### config.mk
export PLATFORM = sky130hd
export DESIGN_NAME = pong_game_ctrl
export DESIGN_NICKNAME = d
export VERILOG_FILES = /design/src/rtl/pong_game_ctrl.sv
export SDC_FILE = /design/constraint.sdc
export NUM_CORES = 1
export LEC_CHECK = 0
export ABC_AREA = 0
export BUFFER_PORTS_ARGS = -buffer_cell sky130_fd_sc_hd__buf_2
export CAP_MARGIN = 30
export CORE_ASPECT_RATIO = 1.4
export CORE_MARGIN = 2
export CORE_UTILIZATION = 55
export CTS_BUF_LIST = sky130_fd_sc_hd__clkbuf_8 sky130_fd_sc_hd__clkbuf_16
export DETAILED_ROUTE_END_ITERATION = 16
export GPL_TIMING_DRIVEN = 0
export HOLD_SLACK_MARGIN = 0.12
export PLACE_DENSITY = 0.78
export SYNTH_ARGS = -nofsm -noshare
export SYNTH_HDL_FRONTEND = slang
export SYNTH_SLANG_ARGS = --single-unit
### constraint.sdc
create_clock -name clock -period 2.6 [get_ports clock]
set_clock_uncertainty 0.2 [all_clocks]
set_input_delay 0.13 -clock clock [delete_from_list [all_inputs] [get_ports clock]]
set_output_delay 0.13 -clock clock [all_outputs]
set_load 0.005 [all_outputs]
### src/rtl/pong_game_ctrl.sv
// Game-flow sequencer for the VGA pong top level.
// Debounces the start button, counts frames from the raster counters,
// holds both scores and drives the ball / menu / game-over layer controls.
//
// Pulse interfaces: goal_left, goal_right and ball_reset are single-clock
// strobes with no back-pressure. A strobe is acted on in the clock where it
// is high, or it is dropped if the current state ignores it.
module pong_game_ctrl #(
  parameter int MAX_SCORE    = 5,
  parameter int SCORE_W      = 4,
  parameter int DEBOUNCE_W   = 16,
  parameter int SERVE_FRAMES = 60,
  parameter int POINT_FRAMES = 90
) (
  input  logic               clock,
  input  logic               reset,
  input  logic               enable,
  input  logic [9:0]         hcount,
  input  logic [9:0]         vcount,
  input  logic               btn_start,
  input  logic               goal_left,
  input  logic               goal_right,
  output logic [2:0]         state,
  output logic [SCORE_W-1:0] score1,
  output logic [SCORE_W-1:0] score2,
  output logic               ball_run,
  output logic               ball_reset,
  output logic               serve_dir,
  output logic               menu_en,
  output logic               over_en,
  output logic               winner
);

  typedef enum logic [2:0] {
    S_MENU  = 3'd0,
    S_SERVE = 3'd1,
    S_PLAY  = 3'd2,
    S_PAUSE = 3'd3,
    S_POINT = 3'd4,
    S_OVER  = 3'd5
  } state_t;

  localparam logic [8:0]         SERVE_LAST = 9'(SERVE_FRAMES - 1);
  localparam logic [8:0]         POINT_CNT  = 9'(POINT_FRAMES);
  localparam logic [SCORE_W-1:0] MAX_S      = SCORE_W'(MAX_SCORE);
  localparam logic [SCORE_W-1:0] ONE_S      = SCORE_W'(1);

  state_t                  st;
  logic                    btn_meta;
  logic                    btn_sync;
  logic                    btn_db;
  logic                    btn_db_q;
  logic [DEBOUNCE_W-1:0]   db_cnt;
  logic [8:0]              frame_cnt;
  logic                    start_press;
  logic                    frame_tick;
  logic [SCORE_W-1:0]      score1_inc;
  logic [SCORE_W-1:0]      score2_inc;

  // The state register doubles as the externally visible state code.
  assign state       = st;
  assign start_press = btn_db & ~btn_db_q;
  assign frame_tick  = enable && (hcount == 10'd0) && (vcount == 10'd480);
  assign score1_inc  = score1 + ONE_S;
  assign score2_inc  = score2 + ONE_S;

  // Two-flop synchroniser for the asynchronous start button.
  always_ff @(posedge clock or posedge reset) begin
    if (reset) begin
      btn_meta <= 1'b0;
      btn_sync <= 1'b0;
    end else begin
      btn_meta <= btn_start;
      btn_sync <= btn_meta;
    end
  end

  // Debounce: the level follows the synchronised input only after it has
  // disagreed for 2**DEBOUNCE_W consecutive clocks; any agreement restarts.
  always_ff @(posedge clock or posedge reset) begin
    if (reset) begin
      btn_db   <= 1'b0;
      btn_db_q <= 1'b0;
      db_cnt   <= '0;
    end else begin
      btn_db_q <= btn_db;
      if (btn_sync != btn_db) begin
        if (db_cnt == '1) begin
          btn_db <= btn_sync;
          db_cnt <= '0;
        end else begin
          db_cnt <= db_cnt + 1'b1;
        end
      end else begin
        db_cnt <= '0;
      end
    end
  end

  // Game FSM with registered layer controls. Every state change clears
  // frame_cnt, which also discards a frame_tick landing on the entry clock.
  always_ff @(posedge clock or posedge reset) begin
    if (reset) begin
      st         <= S_MENU;
      frame_cnt  <= '0;
      score1     <= '0;
      score2     <= '0;
      ball_run   <= 1'b0;
      ball_reset <= 1'b0;
      serve_dir  <= 1'b0;
      menu_en    <= 1'b1;
      over_en    <= 1'b0;
      winner     <= 1'b0;
    end else begin
      ball_reset <= 1'b0;
      if (frame_tick) frame_cnt <= frame_cnt + 9'd1;
      case (st)
        S_MENU: begin
          score1 <= '0;
          score2 <= '0;
          if (start_press) begin
            st         <= S_SERVE;
            frame_cnt  <= '0;
            ball_reset <= 1'b1;
            serve_dir  <= 1'b0;
            menu_en    <= 1'b0;
            ball_run   <= 1'b0;
          end
        end
        S_SERVE: begin
          if (frame_tick && frame_cnt == SERVE_LAST) begin
            st        <= S_PLAY;
            frame_cnt <= '0;
            ball_run  <= 1'b1;
          end
        end
        S_PLAY: begin
          // goal_left outranks goal_right, and any goal outranks a press.
          if (goal_left) begin
            score2    <= score2_inc;
            serve_dir <= 1'b0;
            ball_run  <= 1'b0;
            frame_cnt <= '0;
            if (score2_inc == MAX_S) begin
              st      <= S_OVER;
              winner  <= 1'b1;
              over_en <= 1'b1;
            end else begin
              st <= S_POINT;
            end
          end else if (goal_right) begin
            score1    <= score1_inc;
            serve_dir <= 1'b1;
            ball_run  <= 1'b0;
            frame_cnt <= '0;
            if (score1_inc == MAX_S) begin
              st      <= S_OVER;
              winner  <= 1'b0;
              over_en <= 1'b1;
            end else begin
              st <= S_POINT;
            end
          end else if (start_press) begin
            st        <= S_PAUSE;
            ball_run  <= 1'b0;
            frame_cnt <= '0;
          end
        end
        S_PAUSE: begin
          if (start_press) begin
            st        <= S_PLAY;
            ball_run  <= 1'b1;
            frame_cnt <= '0;
          end
        end
        S_POINT: begin
          if (frame_cnt == POINT_CNT) begin
            st         <= S_SERVE;
            ball_reset <= 1'b1;
            frame_cnt  <= '0;
          end
        end
        S_OVER: begin
          if (start_press) begin
            st        <= S_MENU;
            score1    <= '0;
            score2    <= '0;
            over_en   <= 1'b0;
            menu_en   <= 1'b1;
            frame_cnt <= '0;
          end
        end
        default: begin
          st        <= S_MENU;
          frame_cnt <= '0;
          ball_run  <= 1'b0;
          menu_en   <= 1'b1;
          over_en   <= 1'b0;
        end
      endcase
    end
  end

endmodule
Word level (Yosys, flattened, before mapping) --
Index checks and enable logic that the tools add are counted.
Operators by class: divide/modulo/power cells 0, bitwise operators 5, order comparisons 0, reduce and logical (&&, ||, !) cells 22, multiply operators 0, equal/unequal tests 25, shifts and indexed selects 0, multiplexer cells 48, $add $sub $neg 4
Operators with widths (number):
- $mux W9 | 6
- $pmux W9 S4 | 1
- $mux W16 | 2
- $mux W3 | 8
- $pmux W4 S3 | 2
- $mux W1 | 19
- $pmux W3 S6 | 1
- $add A16 B1 Y16 const B | 1
- $eq A16 B16 Y1 const B | 1
- $mux W4 | 4
- $ne A2 B2 Y1 const B | 8
- $reduce_and A3 Y1 | 4
- $eq A10 B9 Y1 const B | 1
- $logic_not A10 Y1 | 1
- $add A9 B1 Y9 const B | 1
- $eq A9 B6 Y1 const B | 1
- $eq A9 B7 Y1 const B | 1
- $ne A3 B3 Y1 const B | 3
- $add A4 B1 Y4 const B | 2
- $eq A4 B3 Y1 const B | 2
- $reduce_and A4 Y1 | 2
- $reduce_or A4 Y1 | 2
- $eq A3 B2 Y1 const B | 2
- $eq A3 B3 Y1 const B | 2
- 18 further kinds | 27
Storage, ports and cells: register bits 46, memories 0, logic and storage cells 119, input port bits 26, ROM bits 0, RAM bits 0, latch bits 0, output and inout port bits 17

Logic depth before layout (Yosys ltp) --
word-level depth 8, mapped depth 7, gate-level depth less buffers 6

Least setup slack after synthesis --
Ideal clock, no wire load.
kind register -> register, start register db_cnt[0], end register db_cnt[10], path buffers 1, cell stages (with the launch flop) 8, path slack 558 ps, clock period less this slack 2042 ps, arrival 1710 ps, cell sequence dfrtp_1 > ha_1 > and4_1 > nand4_1 > nor3_1 > or2_2 > clkbuf_1 > nor2_1
Between the ends: longest elaborated chain between the ends 3, elaborated cells between the ends (all ways) 4, classes of those cells add/sub (1); eq/ne (1); mux (2)
Ends and longest elaborated chain:
- start, declared | RTL line 53 | logic [DEBOUNCE_W-1:0] db_cnt;
- start signal, assigned | RTL line 92 | db_cnt <= db_cnt + 1'b1;
- $add A16 B1 Y16 / $eq A16 B16 Y1 (equally long branches) | RTL line 92, 88
- $mux W16 * | RTL line 88 | if (db_cnt == '1) begin
- $mux W16 * | RTL line 87 | if (btn_sync != btn_db) begin
Every way passes the cells marked *; elsewhere a longest branch is shown, timed or not. A chain may end at the register's enable or synchronous reset.

Final worst setup path --
start input port vcount[4], end register st[0], in the netlist state[0]
Between the ends: longest elaborated chain between the ends 5
Ends and longest elaborated chain:
- start, declared | RTL line 19 | input logic [9:0] vcount,
- $eq A10 B9 Y1 | RTL line 63 | assign frame_tick = enable && (hcount == 10'd0) && (vcount == 10'd480);
- $logic_and A1 B1 Y1 | RTL line 63
- $logic_and A1 B1 Y1 | RTL line 131 | if (frame_tick && frame_cnt == SERVE_LAST) begin
- $ne A2 B2 Y1 (no source line)
- $reduce_and A6 Y1 (no source line)
- end signal, assigned | RTL line 132 | st <= S_PLAY;
- end signal, assigned | RTL line 145 | st <= S_OVER;
- end signal, assigned | RTL line 149 | st <= S_POINT;
- end, declared | RTL line 48 | state_t st;
No other way between the ends.

==> summary.txt <==
Run status
  • Status: complete, no violations

Synthesis
  • Synth Register Bits: 46
  • Leading area contributor after synthesis: dfrtp_1
  • Post-synth top cells: 45 x dfrtp_1, 33 x nor2_1, 19 x nand2_1, 19 x o21ai_0, 16 x nand3_1
  • Synth warnings: 0
  • Unique masters post-synth: 48
  • Share of the synthesized area in the top cell type: 44.9%
  • Mapped Cells: 269
  • Seq/Total Area, Yosys: 45.9%
  • Syn_nets: 302
  • Synth Area per Inst: 9.33 um^2
  • Ys flop type: dfrtp_1
  • Mapped Area: 2510 um^2
  • Async set or reset register ratio after synthesis: 100%
  • Top post-synthesis cells by area: dfrtp_1 45%, xnor2_1 5.2%, nor2_1 4.9%, o21ai_0 3.8%, ha_1 3.5%
  • Count leader, synth: dfrtp_1
  • Post-synth EDFFs: 0

Worst setup path
  • Worst Setup Path Type: input pin to flop
  • Crit-path slowest cell: dlygate4sd3_1
  • Most common cell on crit path: dlygate4sd3_1
  • CP Capture Type: flop
  • Crit-path max cell delay: 0.61 ns
  • WP data arrival: 2.48 ns
  • CP Max Fanout: 10
  • Cells along the critical path: dlygate4sd3_1 > buf_2 > or4_4 > dlygate4sd3_1 > nor4_4 > o21a_1 > buf_6 > a31oi_1
  • Critical Path RT: 2.58 ns
  • Startpoint types: input pin

Global route
  • Largest net degree at the start of global routing: 30
  • Initial antenna violation count: 0
  • Number of global-route vias before repair: 2170
  • First-pass GRT wire length: 9180 um
  • Total grt overflow: 0
  • GRT Total Usage: 23.1%

Timing
  • Final worst slack: 0.0964 ns
  • Unrepaired setup endpoints after global routing: false
  • Worst-margin pin slew: 0.552 ns
  • Final period utilization: 96.3%
  • Minimum clock period: 2.50 ns
  • Final hold vios: 0
  • Final slew viol count: 0
  • Setup TNS: 0 ns
  • Slew headroom: 63.1%
  • WHS: 0.157 ns
  • Fmax achieved: 399 MHz
  • Final setup viols: 0

CTS
  • Clock buffer depth: 2
  • Total CTS buffers: 5
  • Clock transition at the registers of the reported paths: 0.08 ns
  • Htree depth: 2
  • TritonCTS clock tree: yes
  • CTS Root Cell: clkbuf_8
  • Clock sink total: 46
  • Worst-Skew Late Latency: 0.30 ns

Route
  • DRT Pass-1 Iters: 4
  • 1st-iter DRT viols: 76
  • DRC viols: 0
  • DR vias/cell: 5.57
  • Final ANT Viol Nets: 0
  • Drt wl/cell: 13.6 um
  • Routed Wire Length: 5210 um
  • Vias: 2139

Placed design
  • Placed Area: 2810 um^2
  • IO Port Bufs: 40
  • Dpl ws: 0.222 ns
  • Placer Congestion: 0.881
  • Post-DP HPWL: 3720 um

Worst hold path
  • Worst hold path type: input pin to async pin

Cells and area
  • Fillers: 370
  • ANT cells: 0
  • Nets: 354
  • Area Growth Syn to Fin: 18.1%
  • Final Util: 66.4%
  • Post-route design area: 2960 um^2
  • Share of cells above drive strength 1: 18.9%

Power
  • Leak: 1.34 nW
  • Power Density: 644 nW/um^2
  • Peak VDD IR: 0.000501 V

Floorplanning
  • Placement Rows: 29
  • IO Pins: 43
  • Initial Util: 56.2%
  • Die Footprint: 5130 um^2
  • Die W: 61.1 um
  • Core Region: 4460 um^2
  • Die Ht: 83.9 um

Flow run
  • Max Cap Viol: 0
per-stage QoR:
stage | instances | total power, mW
final | 384 | 1.91
after global routing | 384 | 2.03
after floorplan | 269 | 1.21
after global placement | 371 | 1.37
after detailed placement | 372 | 1.39
after CTS | 385 | 1.91
worst paths after layout:
kind	cells after the start	slack [ns]	start	end
worst max-delay path	8	0.1	vcount[4]	state[0]
worst min-delay path	3	0.16	reset	db_cnt[5]
worst max register to register	6	0.12	state[1]	state[0]
worst min register to register	0	0.17	btn_meta	btn_sync
max in group asynchronous	4	1.49	reset	menu_en
min in group clock	0	0.17	btn_meta	btn_sync
power by group:
group	switching, mW	internal, mW
combinational	0.321	0.220
sequential	0.0683	0.785
clock	0.236	0.280
total	0.625	1.28
flip-flops by register name, indices dropped and copies added (netlist names):
signal	cells
ball_run	1
score2	4
score1	4
db_cnt	16
btn_meta	1
btn_db_q	1
over_en	1
state	3
ball_reset	1
winner	1
btn_db	1
menu_en	1
frame_cnt	9
btn_sync	1
serve_dir	1
cells by family after synthesis:
kind of cell	Yosys count	synth area share (%)
xor gates and xnor gates	24	8.38
and+or+nand+nor	116	25.4
adders and majority gates	7	3.49
DFF	46	45.9
AOI/OAI and AO/OA	48	11.6
buffers and inverters	26	4.34
muxes	2	0.897
layout by cell type, fill, tap and decap left out, types with 2 or more instances in the layout:
cell	count
a211oi_1	2
a21oi_1	10
a22o_1	3
a22oi_1	2
and3_1	2
and4_1	3
buf_2	40
buf_6	2
clkbuf_1	8
clkbuf_8	5
dfrtp_1	45
dlygate4sd3_1	5
ha_1	7
inv_1	16
mux2_2	2
nand2_1	19
nand2b_1	4
nand3_1	16
nand4_1	6
nor2_1	33
nor2b_1	2
nor3_1	11
nor4_1	4
nor4_2	2
nor4_4	2
o21ai_0	19
o31ai_1	2
or3_1	3
xnor2_1	15
xor2_1	9
final cells by class:
cell class | count | area (um^2) | area share (%)
Timing Repair Buffer | 46 | 270 | 9.12
Buffer | 10 | 52.6 | 1.77
Clock inverter | 3 | 37.5 | 1.27
Sequential cell | 46 | 1150 | 38.9
Clock buffer | 5 | 68.8 | 2.32
Inverter | 15 | 56.3 | 1.90
Tap cell | 62 | 77.6 | 2.62
Multi-Input combinational cell | 197 | 1250 | 42.1
per-layer routing:
| metal | part of all wire (%) | track usage (%) | routed length, um |
|---|---|---|---|
| met1 | 42 | 28.7 | 2190 |
| met2 | 53 | 38.2 | 2740 |
| met3 | 3.9 | 4.19 | 204 |
| met4 | 1.3 | 9.49 | 70 |
| met5 | 0 | 0 | 0 |
worst max-delay path: cells and delay by family:
| family | cells | cell delay [ns] |
|---|---|---|
| AOI/OAI and AO/OA | 2 | 0.25 |
| buffers and inverters | 4 | 1.42 |
| and+or+nand+nor | 2 | 0.68 |
repair_timing:
action                     in CTS  in global routing
buffers inserted                0                  0
hold buffers                    5                  0
gates resized for setup         0                  1
hold endpoints to repair       50                  0
setup endpoints to repair       0                 11
Note: power is estimated with default switching activity, not from simulation.
